[src/rtl/multicycle_control_if.sv]
// Start/halt, fetch handshake and datapath control bundle of the multicycle sequencer.
interface multicycle_control_if;
    logic        start;
    logic        halt;
    logic [31:0] instr;
    logic        instr_valid;
    logic        imem_req;
    logic        pc_write;
    logic        reg_dst;
    logic        reg_write;
    logic        ex_top;
    logic        alu_src;
    logic        mem_write;
    logic        mem2reg;
    logic [3:0]  alu_op;
    logic        illegal;
    logic        busy;
    logic [15:0] instr_cnt;

    modport master (
        output start, halt, instr, instr_valid,
        input  imem_req, pc_write, reg_dst, reg_write, ex_top, alu_src,
               mem_write, mem2reg, alu_op, illegal, busy, instr_cnt
    );

    modport slave (
        input  start, halt, instr, instr_valid,
        output imem_req, pc_write, reg_dst, reg_write, ex_top, alu_src,
               mem_write, mem2reg, alu_op, illegal, busy, instr_cnt
    );
endinterface

[src/rtl/multicycle_control.sv]
// Five-state fetch/decode/execute/writeback sequencer with registered datapath controls
// and a 16-bit retired-instruction counter.
module multicycle_control (
    input  logic                 clk,
    input  logic                 rst_n,
    multicycle_control_if.slave  bus
);
    typedef enum logic [2:0] {IDLE, FETCH, DECODE, EXEC, WB} state_t;

    typedef struct packed {
        logic       legal;
        logic       reg_dst;
        logic       alu_src;
        logic       ex_top;
        logic [3:0] alu_op;
    } dec_t;

    state_t      state;
    logic [11:0] ir;
    logic [15:0] retired;
    logic [11:0] decode_src;
    dec_t        dec;

    function automatic dec_t decode(input logic [11:0] w);
        dec_t d;
        d       = '0;
        d.legal = 1'b1;
        case (w[11:6])
            6'b000000: begin
                d.reg_dst = 1'b1;
                case (w[5:0])
                    6'b100000: d.alu_op = 4'b0010;
                    6'b100010: d.alu_op = 4'b0110;
                    6'b100100: d.alu_op = 4'b0000;
                    6'b100101: d.alu_op = 4'b0001;
                    6'b101010: d.alu_op = 4'b0111;
                    default:   d.legal  = 1'b0;
                endcase
            end
            6'b001000: begin
                d.alu_src = 1'b1;
                d.ex_top  = 1'b1;
                d.alu_op  = 4'b0010;
            end
            6'b011001: begin
                d.alu_src = 1'b1;
                d.alu_op  = 4'b1000;
            end
            6'b011000: begin
                d.alu_src = 1'b1;
                d.alu_op  = 4'b1001;
            end
            default: d.legal = 1'b0;
        endcase
        return d;
    endfunction

    // IR keeps only opcode and funct; in FETCH the incoming word is judged so that
    // ILLEGAL can already be registered for the DECODE cycle.
    assign decode_src    = (state == FETCH) ? {bus.instr[31:26], bus.instr[5:0]} : ir;
    assign dec           = decode(decode_src);
    assign bus.instr_cnt = retired;

    always_ff @(posedge clk or negedge rst_n) begin
        if (!rst_n) begin
            state         <= IDLE;
            ir            <= '0;
            retired       <= '0;
            bus.imem_req  <= 1'b0;
            bus.pc_write  <= 1'b0;
            bus.reg_dst   <= 1'b0;
            bus.reg_write <= 1'b0;
            bus.ex_top    <= 1'b0;
            bus.alu_src   <= 1'b0;
            bus.mem_write <= 1'b0;
            bus.mem2reg   <= 1'b0;
            bus.alu_op    <= 4'b0000;
            bus.illegal   <= 1'b0;
            bus.busy      <= 1'b0;
        end else begin
            bus.imem_req  <= 1'b0;
            bus.pc_write  <= 1'b0;
            bus.reg_dst   <= 1'b0;
            bus.reg_write <= 1'b0;
            bus.ex_top    <= 1'b0;
            bus.alu_src   <= 1'b0;
            bus.mem_write <= 1'b0;
            bus.mem2reg   <= 1'b0;
            bus.alu_op    <= 4'b0000;
            bus.illegal   <= 1'b0;
            bus.busy      <= 1'b1;
            case (state)
                IDLE: begin
                    if (bus.start) begin
                        state        <= FETCH;
                        bus.imem_req <= 1'b1;
                    end else begin
                        bus.busy <= 1'b0;
                    end
                end
                FETCH: begin
                    if (bus.instr_valid) begin
                        ir    <= decode_src;
                        state <= DECODE;
                        if (!dec.legal) begin
                            bus.illegal  <= 1'b1;
                            bus.pc_write <= 1'b1;
                        end
                    end else begin
                        bus.imem_req <= 1'b1;
                    end
                end
                DECODE: begin
                    if (dec.legal) begin
                        state       <= EXEC;
                        bus.reg_dst <= dec.reg_dst;
                        bus.alu_src <= dec.alu_src;
                        bus.ex_top  <= dec.ex_top;
                        bus.alu_op  <= dec.alu_op;
                        bus.mem2reg <= 1'b1;
                    end else if (bus.halt) begin
                        state    <= IDLE;
                        bus.busy <= 1'b0;
                    end else begin
                        state        <= FETCH;
                        bus.imem_req <= 1'b1;
                    end
                end
                EXEC: begin
                    // Counter moves on entry to WB so the new value is visible with REG_WRITE.
                    state         <= WB;
                    bus.reg_dst   <= bus.reg_dst;
                    bus.alu_src   <= bus.alu_src;
                    bus.ex_top    <= bus.ex_top;
                    bus.alu_op    <= bus.alu_op;
                    bus.mem2reg   <= 1'b1;
                    bus.reg_write <= 1'b1;
                    bus.pc_write  <= 1'b1;
                    retired       <= retired + 16'd1;
                end
                WB: begin
                    if (bus.halt) begin
                        state    <= IDLE;
                        bus.busy <= 1'b0;
                    end else begin
                        state        <= FETCH;
                        bus.imem_req <= 1'b1;
                    end
                end
                default: begin
                    state    <= IDLE;
                    bus.busy <= 1'b0;
                end
            endcase
        end
    end
endmodule

[src/flat_wrapper.sv]
// flat-port wrapper written by rule: the top's interface ports become plain ports
module multicycle_control_flat 
  (clk, rst_n, bus_start, bus_halt, bus_instr, bus_instr_valid, bus_imem_req, bus_pc_write, bus_reg_dst, bus_reg_write, bus_ex_top, bus_alu_src, bus_mem_write, bus_mem2reg, bus_alu_op, bus_illegal, bus_busy, bus_instr_cnt);
  multicycle_control_if bus_i ();
  input  logic clk;
  input  logic rst_n;
  input wire logic [$bits(bus_i.start)-1:0] bus_start;
  input wire logic [$bits(bus_i.halt)-1:0] bus_halt;
  input wire logic [$bits(bus_i.instr)-1:0] bus_instr;
  input wire logic [$bits(bus_i.instr_valid)-1:0] bus_instr_valid;
  output wire logic [$bits(bus_i.imem_req)-1:0] bus_imem_req;
  output wire logic [$bits(bus_i.pc_write)-1:0] bus_pc_write;
  output wire logic [$bits(bus_i.reg_dst)-1:0] bus_reg_dst;
  output wire logic [$bits(bus_i.reg_write)-1:0] bus_reg_write;
  output wire logic [$bits(bus_i.ex_top)-1:0] bus_ex_top;
  output wire logic [$bits(bus_i.alu_src)-1:0] bus_alu_src;
  output wire logic [$bits(bus_i.mem_write)-1:0] bus_mem_write;
  output wire logic [$bits(bus_i.mem2reg)-1:0] bus_mem2reg;
  output wire logic [$bits(bus_i.alu_op)-1:0] bus_alu_op;
  output wire logic [$bits(bus_i.illegal)-1:0] bus_illegal;
  output wire logic [$bits(bus_i.busy)-1:0] bus_busy;
  output wire logic [$bits(bus_i.instr_cnt)-1:0] bus_instr_cnt;
  assign bus_i.start = bus_start;
  assign bus_i.halt = bus_halt;
  assign bus_i.instr = bus_instr;
  assign bus_i.instr_valid = bus_instr_valid;
  assign bus_imem_req = bus_i.imem_req;
  assign bus_pc_write = bus_i.pc_write;
  assign bus_reg_dst = bus_i.reg_dst;
  assign bus_reg_write = bus_i.reg_write;
  assign bus_ex_top = bus_i.ex_top;
  assign bus_alu_src = bus_i.alu_src;
  assign bus_mem_write = bus_i.mem_write;
  assign bus_mem2reg = bus_i.mem2reg;
  assign bus_alu_op = bus_i.alu_op;
  assign bus_illegal = bus_i.illegal;
  assign bus_busy = bus_i.busy;
  assign bus_instr_cnt = bus_i.instr_cnt;
  multicycle_control u_core (.clk(clk), .rst_n(rst_n), .bus(bus_i));
endmodule
[config.mk]
export PLATFORM = sky130hd
export DESIGN_NAME = multicycle_control_flat
export DESIGN_NICKNAME = d
export VERILOG_FILES = /design/src/rtl/multicycle_control_if.sv /design/src/rtl/multicycle_control.sv /design/src/flat_wrapper.sv
export SDC_FILE = /design/constraint.sdc
export NUM_CORES = 1
export LEC_CHECK = 0
export CAP_MARGIN = 40
export CORE_MARGIN = 4
export CORE_UTILIZATION = 45
export CTS_CLUSTER_SIZE = 40
export DETAILED_ROUTE_END_ITERATION = 10
export PLACE_DENSITY_LB_ADDON = 0.15
export REMOVE_ABC_BUFFERS = 1
export SYNTH_ARGS = -nofsm -noshare
export SYNTH_HDL_FRONTEND = slang
export SYNTH_SLANG_ARGS = --single-unit
[constraint.sdc]
create_clock -name clk -period 2.1 [get_ports clk]
set_input_delay 0.315 -clock clk [delete_from_list [all_inputs] [get_ports clk]]
set_output_delay 0.315 -clock clk [all_outputs]
set_load 0.02 [all_outputs]
==> impl_metrics.env, run 1 <==
export IMPL_clk_insertion_delay_late_ps=290
export IMPL_grt_usage_pct=15.5
export IMPL_final_min_clock_period_ps=1770
export IMPL_multi_input_area_um2=912
export IMPL_rows=24
export IMPL_diodes=0
export IMPL_arrival_ps=1990
export IMPL_rsz0062_at_grt="no"
export IMPL_netlist_area_mm2=0.00211
export IMPL_startpoint_type="flip-flop"
export IMPL_grt_pass1_wl_um=7320
export IMPL_numCtsBuffers=5
export IMPL_post_drt_via_cell_ratio=5.18
export IMPL_dieArea_mm2=0.00584
export IMPL_hold_class="input port to async pin"
export IMPL_cp_cell_sequence="nor3b_4, nand3_1, o21ai_0, or3b_1, a21oi_1"
export IMPL_yosysTopAreaCellShare_pct=52.3
export IMPL_powerDensity_mw_per_mm2=1120
export IMPL_synth_compound_area_share_pct=11.8
export IMPL_skew_ps=8.73
export IMPL_seq_area_frac_synth_pct=52.3
export IMPL_remaining_drc_errors=0
export IMPL_clock_fmax_ghz=0.566
export IMPL_final_setup_tns_ps=0
export IMPL_grt_util_met3_pct=4.73
export IMPL_synth_fa_ha_area_share_pct=0.594
export IMPL_synth_largest_area_cell="dfrtp_1"
export IMPL_post_cts_resized=0
export IMPL_portBuffers=45
export IMPL_synthMuxAreaShare_pct=1.01
export IMPL_synth_ff_latch_count=44
export IMPL_drive_above_1_share_pct=10.6
export IMPL_reg2reg_to="u_core.bus.alu_op[2]"
export IMPL_place_area_mm2=0.00261
export IMPL_yosys_cell_types_count=49
export IMPL_fin_area_mm2=0.00274
export IMPL_fin_util_pct=61.6
export IMPL_slew_violations=0
export IMPL_wire_per_inst_um=13.6
export IMPL_path_clk_slew_ps=80
export IMPL_drtIter0Drc=123
export IMPL_dr_pass1_iters=4
export IMPL_leakagePower_nw=1.23
export IMPL_use_met1_pct=22.0
export IMPL_crit_required_ps=2320
export IMPL_synthTopCellsByCount="44 x dfrtp_1, 42 x nand2_1, 16 x nor2_1"
export IMPL_synth_edf_count=0
export IMPL_post_route_period_util_pct=84.1
export IMPL_cts_tree="done"
export IMPL_busiest_layer="met2"
export IMPL_clock_path_buffers=2
export IMPL_cp_max_fo=9
export IMPL_timing_rr_start="u_core.state[1]"
export IMPL_ys_warnings_count=0
export IMPL_setup_viol=0
export IMPL_clkSinkCount=44
export IMPL_grt_pass1_vias=1505
export IMPL_maxCapViolCount=0
export IMPL_fp_dieH_um=76.4
export IMPL_hold_viol_final=0
export IMPL_ys_flop_type="dfrtp_1"
export IMPL_place_congestion=0.809
export IMPL_status="finished, final reports clean"
export IMPL_synth_xor_area_share_pct=6.24
export IMPL_htreeDepth=2
export IMPL_num_vias=1632
export IMPL_fillerInstances=393
export IMPL_cpPeakStageDelay_ps=520
export IMPL_end_kind="flip-flop"
export IMPL_rrSetupSlack_ps=330
export IMPL_grt_max_degree=20
export IMPL_hpwl_um=3200
export IMPL_synth_top_family_by_area="simple AND/OR/NAND/NOR gates"
export IMPL_post_cts_buffers=0
export IMPL_irDropWorstVdd_uv=832
export IMPL_syn_instance_count=209
export IMPL_synth_area_per_cell_um2=10.1
export IMPL_overflow=0
export IMPL_power_total_mw=3.08
export IMPL_grtUsageMet2_pct=22.1
export IMPL_drt_total_wl_um=4290
export IMPL_worst_setup_path_type="flip-flop to flip-flop"
export IMPL_reg2regPathDepth=5
export IMPL_synth_most_common_cell="dfrtp_1"
export IMPL_async_flop_share_pct=100
export IMPL_synthTopCellsByArea="dfrtp_1 52%, nand2_1 7.5%, xnor2_1 4.2%"
export IMPL_regArea_mm2=0.00110
export IMPL_die_x_um=76.4
export IMPL_crit_slowest_cell="dfrtp_1"
export IMPL_holdWs_ps=468
export IMPL_start_util_pct=47.4
export IMPL_synth_simple_gate_area_share_pct=23.5
export IMPL_ant_nets=0
export IMPL_num_io_pins=67
export IMPL_antenna_found_initial=0
export IMPL_area_growth_pct=29.9
export IMPL_core_mm2=0.00444
export IMPL_root_buffer="clkbuf_8"
export IMPL_final_nets=300
[cell families after synthesis]
group           count (synthesis)
simple gates                   95
flops                          44
compound gates                 36
xor+xnor                       15
buf+inv                        15
mux                             2
fa+ha+maj                       1
other cells                     1
[timing repair]
item                                    CTS  global route
endpoints found under the setup margin    0             0
hold buffers                              1             0
hold endpoints to repair                 16             0
[power breakdown]
group / leakage [nW] / switching (mW) / internal (mW)
combinational: 0.592 / 0.612 / 0.496
sequential: 0.579 / 0.222 / 1.07
clock: 0.0614 / 0.288 / 0.389
total: 1.23 / 1.12 / 1.95
[cell usage in the layout (no fill, tap or decap), drive strengths merged, types with 2 or more instances in the layout]
cell	instances
a211oi	3
a21o	2
a21oi	8
a31oi	3
and3	3
and4	3
buf	7
clkbuf	6
clkdlybuf4s50	44
dfrtp	44
inv	9
nand2	42
nand2b	2
nand3	13
nand4	4
nor2	16
nor4bb	2
o21ai	10
o31ai	2
or4	2
xnor2	10
xor2	5
[sequential cells by signal (all words and copies together), names as in the netlist, 3 cells and up]
register	cells
u_core.bus.alu_op	4
u_core.ir	12
u_core.bus.instr_cnt	16
u_core.state	3
[layer usage]
layer,vias up,wire length [um]
li1,838,-
met1,749,2170
met2,40,1840
met3,5,230
met4,0,55
met5,-,0
[metrics by stage]
stage	cells	setup slack, ps
after floorplan	203	351
after global placement	306	45.3
after detailed placement	306	41.2
after CTS	315	340
after global routing	315	179
final	315	334
[worst max-delay path by stage]
stage                         start                   end  slack [ps]  depth (start not counted)
floorplan           u_core.state[0]  u_core.bus.alu_op[2]         350                          5
global placement      bus_instr[26]  u_core.bus.alu_op[2]          50                          7
detailed placement    bus_instr[26]  u_core.bus.alu_op[2]          40                          7
CTS                 u_core.state[1]  u_core.bus.alu_op[2]         340                          5
global route           u_core.ir[7]  u_core.bus.alu_op[0]         180                          5
finish              u_core.state[1]  u_core.bus.alu_op[2]         330                          5
[cell type report]
class	instances	area share, %
flip-flops and latches	44	40.2
multi-input cells	150	33.3
repair buffers	52	18.3
clock buffers	6	3.02
well taps	52	2.38
clock inverters	2	1.42
inverters	9	1.33
[critical path, delay by kind of cell (launching register included)]
kind / cells / cell delay (ps)
simple gates: 3 / 880
flops: 1 / 520
compound gates: 2 / 290
Note: power is estimated with default switching activity, not from simulation.
==> inputs of run 2 (changes only) <==
- clock period: 2.1 -> 1.7 ns (I/O delays scaled with it)
==> impl_metrics.env, run 2 (synthesis gave the netlist of run 1 again) <==
export IMPL_ant_nets=0
export IMPL_num_io_pins=67
export IMPL_grt_pass1_wl_um=7790
export IMPL_cts_tree="done"
export IMPL_num_vias=1774
export IMPL_use_met1_pct=22.4
export IMPL_clk_insertion_delay_late_ps=290
export IMPL_clock_fmax_ghz=0.604
export IMPL_dp_cells=323
export IMPL_clock_path_buffers=2
export IMPL_drtIter0Drc=81
export IMPL_worst_setup_path_type="flip-flop to flip-flop"
export IMPL_startpoint_type="flip-flop"
export IMPL_finalNonFillerCells=340
export IMPL_dr_pass1_iters=4
export IMPL_core_mm2=0.00444
export IMPL_irDropWorstVdd_uv=931
export IMPL_powerDensity_mw_per_mm2=1410
export IMPL_numCtsBuffers=5
export IMPL_wire_per_inst_um=13.4
export IMPL_post_drt_via_cell_ratio=5.22
export IMPL_layout_commonest_cell="clkdlybuf4s50_1"
export IMPL_place_congestion=0.797
export IMPL_busiest_layer="met2"
export IMPL_grt_util_met3_pct=3.43
export IMPL_rows=24
export IMPL_leakagePower_nw=1.40
export IMPL_reg2regPathDepth=5
export IMPL_grt_usage_pct=16.1
export IMPL_status="finished, final reports clean"
export IMPL_maxCapViolCount=0
export IMPL_htreeDepth=2
export IMPL_hold_class="input port to async pin"
export IMPL_hpwl_um=3330
export IMPL_antenna_found_initial=0
export IMPL_rsz0062_at_grt="yes"
export IMPL_post_route_period_util_pct=97.4
export IMPL_grt_pass1_vias=1714
export IMPL_overflow=0
export IMPL_skew_ps=6.65
export IMPL_final_nets=325
export IMPL_pre_cts_slack_ps=-201
export IMPL_portBuffers=45
export IMPL_setup_viol=0
export IMPL_remaining_drc_errors=0
export IMPL_dieArea_mm2=0.00584
export IMPL_clkSinkCount=44
export IMPL_hold_viol_final=0
export IMPL_drt_total_wl_um=4540
export IMPL_diodes=0
export IMPL_area_growth_pct=42.2
export IMPL_holdWs_ps=420
export IMPL_grtUsageMet2_pct=25.1
export IMPL_layout_common_cells="42 x clkdlybuf4s50_1, 41 x nand2_1, 41 x dfrtp_1, 30 x buf_4, 15 x nor2_1"
export IMPL_cp_max_fo=3
export IMPL_drive_above_1_share_pct=22.9
export IMPL_crit_required_ps=1930
export IMPL_root_buffer="clkbuf_8"
export IMPL_path_clk_slew_ps=80
export IMPL_fin_ws_ps=43.5
export IMPL_largest_reg_flops=16
export IMPL_grt_max_degree=29
export IMPL_end_kind="flip-flop"
export IMPL_rrSetupSlack_ps=40
export IMPL_power_total_mw=4.24
export IMPL_final_setup_tns_ps=0
export IMPL_start_util_pct=47.4
export IMPL_fp_dieH_um=76.4
export IMPL_arrival_ps=1880
export IMPL_slew_violations=0
export IMPL_die_x_um=76.4
export IMPL_final_min_clock_period_ps=1660
==> run 2: cell count changes in the layout (fill, tap and decap cells not counted), moves of 2 or more <==
cell / change
dfrtp_2: +3
nand3_1: -3
nand3_2: +3
o21ai_0: -2
clkdlybuf4s50_1: -2
dfrtp_1: -3
dlymetal6s2s_1: +2
buf_4: +24
a21oi_2: +2
a21oi_1: -2
==> run 2: path summary, 6_finish.rpt <==
kind,start,end
worst max-delay path,u_core.ir[4],u_core.bus.alu_op[1]
worst min-delay path,rst_n,u_core.bus.alu_op[2]
worst max register to register,u_core.ir[4],u_core.bus.alu_op[1]
worst min register to register,u_core.ir[5],u_core.ir[5]
max in group asynchronous,rst_n,u_core.state[1]
min in group clk,u_core.ir[5],u_core.ir[5]
==> run 2: critical path, stage by stage, from the launching register on <==
cell and delay, ps:
dfrtp_1 410, nor2b_4 160, o21ai_2 100, o311a_1 300, or4_4 490, a21oi_2 130
==> run 2: through the flow <==
stage               area (um2)  utilization (%)
CTS                       2880             64.7
finish                    3000             67.4
floorplan                 2050                -
detailed placement        2750             61.8
global route              3000             67.4
global placement          2750             61.8
==> run 2: what timing repair did <==
| action | in CTS | in global routing |
|---|---|---|
| hold endpoints to repair | 16 | 0 |
| endpoints found under the setup margin | 0 | 8 |
| resized for setup | 0 | 18 |
| hold buffers | 1 | 0 |
| setup buffers | 0 | 8 |
==> run 2: area by class of cell <==
cell class / count / area [um2]
Clock inverter: 2 / 38.8
Tap cell: 52 / 65.1
Clock buffer: 6 / 82.6
Fill cell: 388 / 1450
Multi-Input combinational cell: 150 / 963
Timing Repair Buffer: 77 / 706
Inverter: 9 / 36.3
Sequential cell: 44 / 1100
==> run 2: power breakdown <==
part | leakage [nW] | internal (mW) | switching [mW]
clock network | 0.0614 | 0.480 | 0.352
logic | 0.763 | 0.900 | 0.926
registers | 0.575 | 1.33 | 0.254
total | 1.40 | 2.71 | 1.53
==> run 2: metal layers <==
layer / wire (um) / up-vias
met1: 2170 / 840
met3: 252 / 5
met5: 0 / -
met4: 42 / 0
met2: 2080 / 46
li1: - / 883
==> patch, RTL diff (config.mk and constraints of run 2) <==
The 5 states of `state_t` get a one-hot encoding in 5 bits.
--- a/src/rtl/multicycle_control.sv
+++ b/src/rtl/multicycle_control.sv
@@ -7,3 +7,3 @@
 );
-    typedef enum logic [2:0] {IDLE, FETCH, DECODE, EXEC, WB} state_t;
+    typedef enum logic [4:0] {IDLE = 5'b00001, FETCH = 5'b00010, DECODE = 5'b00100, EXEC = 5'b01000, WB = 5'b10000} state_t;
 
Behaviour: no difference found for any inputs over 10 cycles, from zero or initial values and one cycle with rst_n low; not proved beyond that.
==> patch against run 2 <==
  * Worst setup slack worse by 0.0077 ns
  * Wire length grew 3.8%
  * Sequential cell count rose by 2
  * Largest cell class unchanged
  * Power is 22% lower
  * Combinational power shrank 44%
  * Critical path depth did not move
  * Highest routed layer unchanged
  * Area after synthesis is 2.5% higher
  * Maximum frequency fell by 0.46%
  * Final area rose by 4.1%
  * Worst hold slack got worse by 0.39 ns
==> patch: results (changes against run 2) <==
status - complete, no violations (unchanged)
Worst-Skew Late Latency - 0.30 ns
critical path's slowest cell - dfstp_2 (was or4_4)
first-pass GRT wire length - 7820 um (was 7790 um)
main area contributors after synthesis - dfrtp_1 (52%), xnor2_1 (4.5%), nand2_1 (4.0%), mux2_2 (3.7%), nor2_1 (2.6%) (was dfrtp_1 (52%), nand2_1 (7.5%), xnor2_1 (4.2%), nand3_1 (2.9%), nor2_1 (2.9%))
Max stage delay on crit path - 0.56 ns (was 0.49 ns)
Ys Warns - 0 (unchanged)
async set or reset register ratio after synthesis - 100% (unchanged)
initial drt markers - 90 (was 81)
share of layout cells above drive strength 1 - 25.7% (was 22.9%)
Avg WL per Cell - 13.7 um (was 13.4 um)
worst-margin pin slew - 0.557 ns
GRT Total Usage - 16.7% (was 16.1%)
hold slack - 0.0285 ns (was 0.420 ns)
Worst-path clk slew - 0.08 ns (about the same)
met1 usage - 19.5% (was 22.4%)
Bufs on Longest Clock Path - 2 (unchanged)
VDD IR max - 0.000887 V (was 0.000931 V)
CP max FO - 6 (was 3)
nets - 329 (was 325)
M2 GR Usage - 28.3% (was 25.1%)
top cells by count, synth - dfrtp_1 (45), nand2_1 (23), nor2_1 (15) (was dfrtp_1 (44), nand2_1 (42), nor2_1 (16))
initial antenna violation count - 0 (unchanged)
htree depth - 2 (unchanged)
CTS root buffer - clkbuf_8 (unchanged)
post-DP HPWL - 3560 um (was 3330 um)
FF-to-FF End - u_core.bus.busy (was u_core.bus.alu_op[1])
post-synthesis cell type count - 49 (unchanged)
vias in the first global route - 1734 (was 1714)
Critical Path AT - 1.85 ns (was 1.88 ns)
R2R depth - 5 (unchanged)
clk_skew - 0.00454 ns (was 0.00665 ns)
GPL Wtd Cong - 0.779 (was 0.797)
GR Layer Usage met3 - 4.92% (was 3.43%)
First-pass DRT Iterations - 4 (unchanged)
crit-path leading delay family - flip-flops (was simple AND/OR/NAND/NOR gates)
max FFs per register - 16 (unchanged)
largest net degree at the start of global routing - 47 (was 29)
reg-to-reg slack, setup - 0.04 ns
vias post-DR - 1793 (was 1774)
Hold Path Class - in2async (unchanged)
CTS Buf Count - 5 (unchanged)
post-synthesis sequential area ratio - 53.4% (was 52.3%)
LEAKAGE - 1.47 nW (was 1.40 nW)
RR Startpoint - u_core.state[0] (was u_core.ir[4])
ANT cells - 0 (unchanged)
fillers - 362 (was 388)
I/O Buffers - 45 (unchanged)
-- patch: cell families after synthesis --
logic type / Yosys count / synth area share (%)
DFF: 46 / 53.4
and+or+nand+nor: 82 / 19.8
AOI/OAI and AO/OA: 36 / 10.7
other: 1 / 0.174
muxes: 11 / 5.68
buffers and inverters: 17 / 3.65
xor gates and xnor gates: 15 / 6.08
adders and majority gates: 1 / 0.579
-- patch: what timing repair did --
item                                    4_1_cts  5_1_grt
gates resized for setup                       7       21
buffers inserted                              0        1
endpoints found under the hold margin         0        0
endpoints found under the setup margin        6       16
hold buffers                                  0        0
pin swaps                                     2        5
-- patch: layer usage --
| metal | share of wire (%) | vias to the layer above |
|---|---|---|
| met5 | 0 | - |
| met4 | 1.4 | 0 |
| met3 | 4.6 | 6 |
| met2 | 49 | 37 |
| met1 | 45 | 850 |
| li1 | - | 900 |
-- patch: where the power goes --
part           total, mW  internal [mW]  leakage [nW]  switching [mW]
combinational       1.03          0.542         0.795           0.489
clock              0.795          0.433        0.0579           0.362
sequential          1.49           1.30         0.613           0.189
total               3.31           2.27          1.47            1.04
-- patch: metrics by stage --
step | setup slack [ns] | TNS (ns) | std cells | instance area, um2 | power [mW]
after floorplan | -0.0209 | -0.0209 | 203 | 2120 | 1.96
after detailed placement | -0.350 | -2.74 | 335 | 2900 | 2.41
final | 0.0358 | 0 | 344 | 3120 | 3.31
after CTS | 0.00239 | 0 | 343 | 3030 | 3.23
after global placement | -0.291 | -2.61 | 335 | 2900 | 2.38
after global routing | -0.00857 | -0.0149 | 344 | 3120 | 3.52
-- patch: cell type report --
type / count / area, um2 / area share [%]
Tap cell: 52 / 65.1 / 2.09
Clock buffer: 5 / 68.8 / 2.21
Sequential cell: 46 / 1150 / 37.0
Timing Repair Buffer: 81 / 724 / 23.2
Multi-Input combinational cell: 146 / 1030 / 32.9
Clock inverter: 3 / 40.0 / 1.28
Inverter: 11 / 41.3 / 1.32
-- patch: worst reg2reg max path: stages, from the launching register on --
cell,delay (ns)
dfstp_2,0.56
nor2_4,0.05
and3_4,0.20
o31a_1,0.34
o21a_1,0.20
or2_1,0.21
-- patch: how the worst max path moves through the flow --
stage,from,to,cells after the start
finish,u_core.state[0],u_core.bus.busy,5
global route,bus_instr[5],u_core.bus.alu_op[0],7
CTS,bus_instr[1],u_core.bus.alu_op[0],7
detailed placement,bus_instr[2],u_core.bus.alu_op[0],7
global placement,bus_instr[2],u_core.bus.alu_op[0],7
floorplan,u_core.state[0],u_core.bus.busy,5
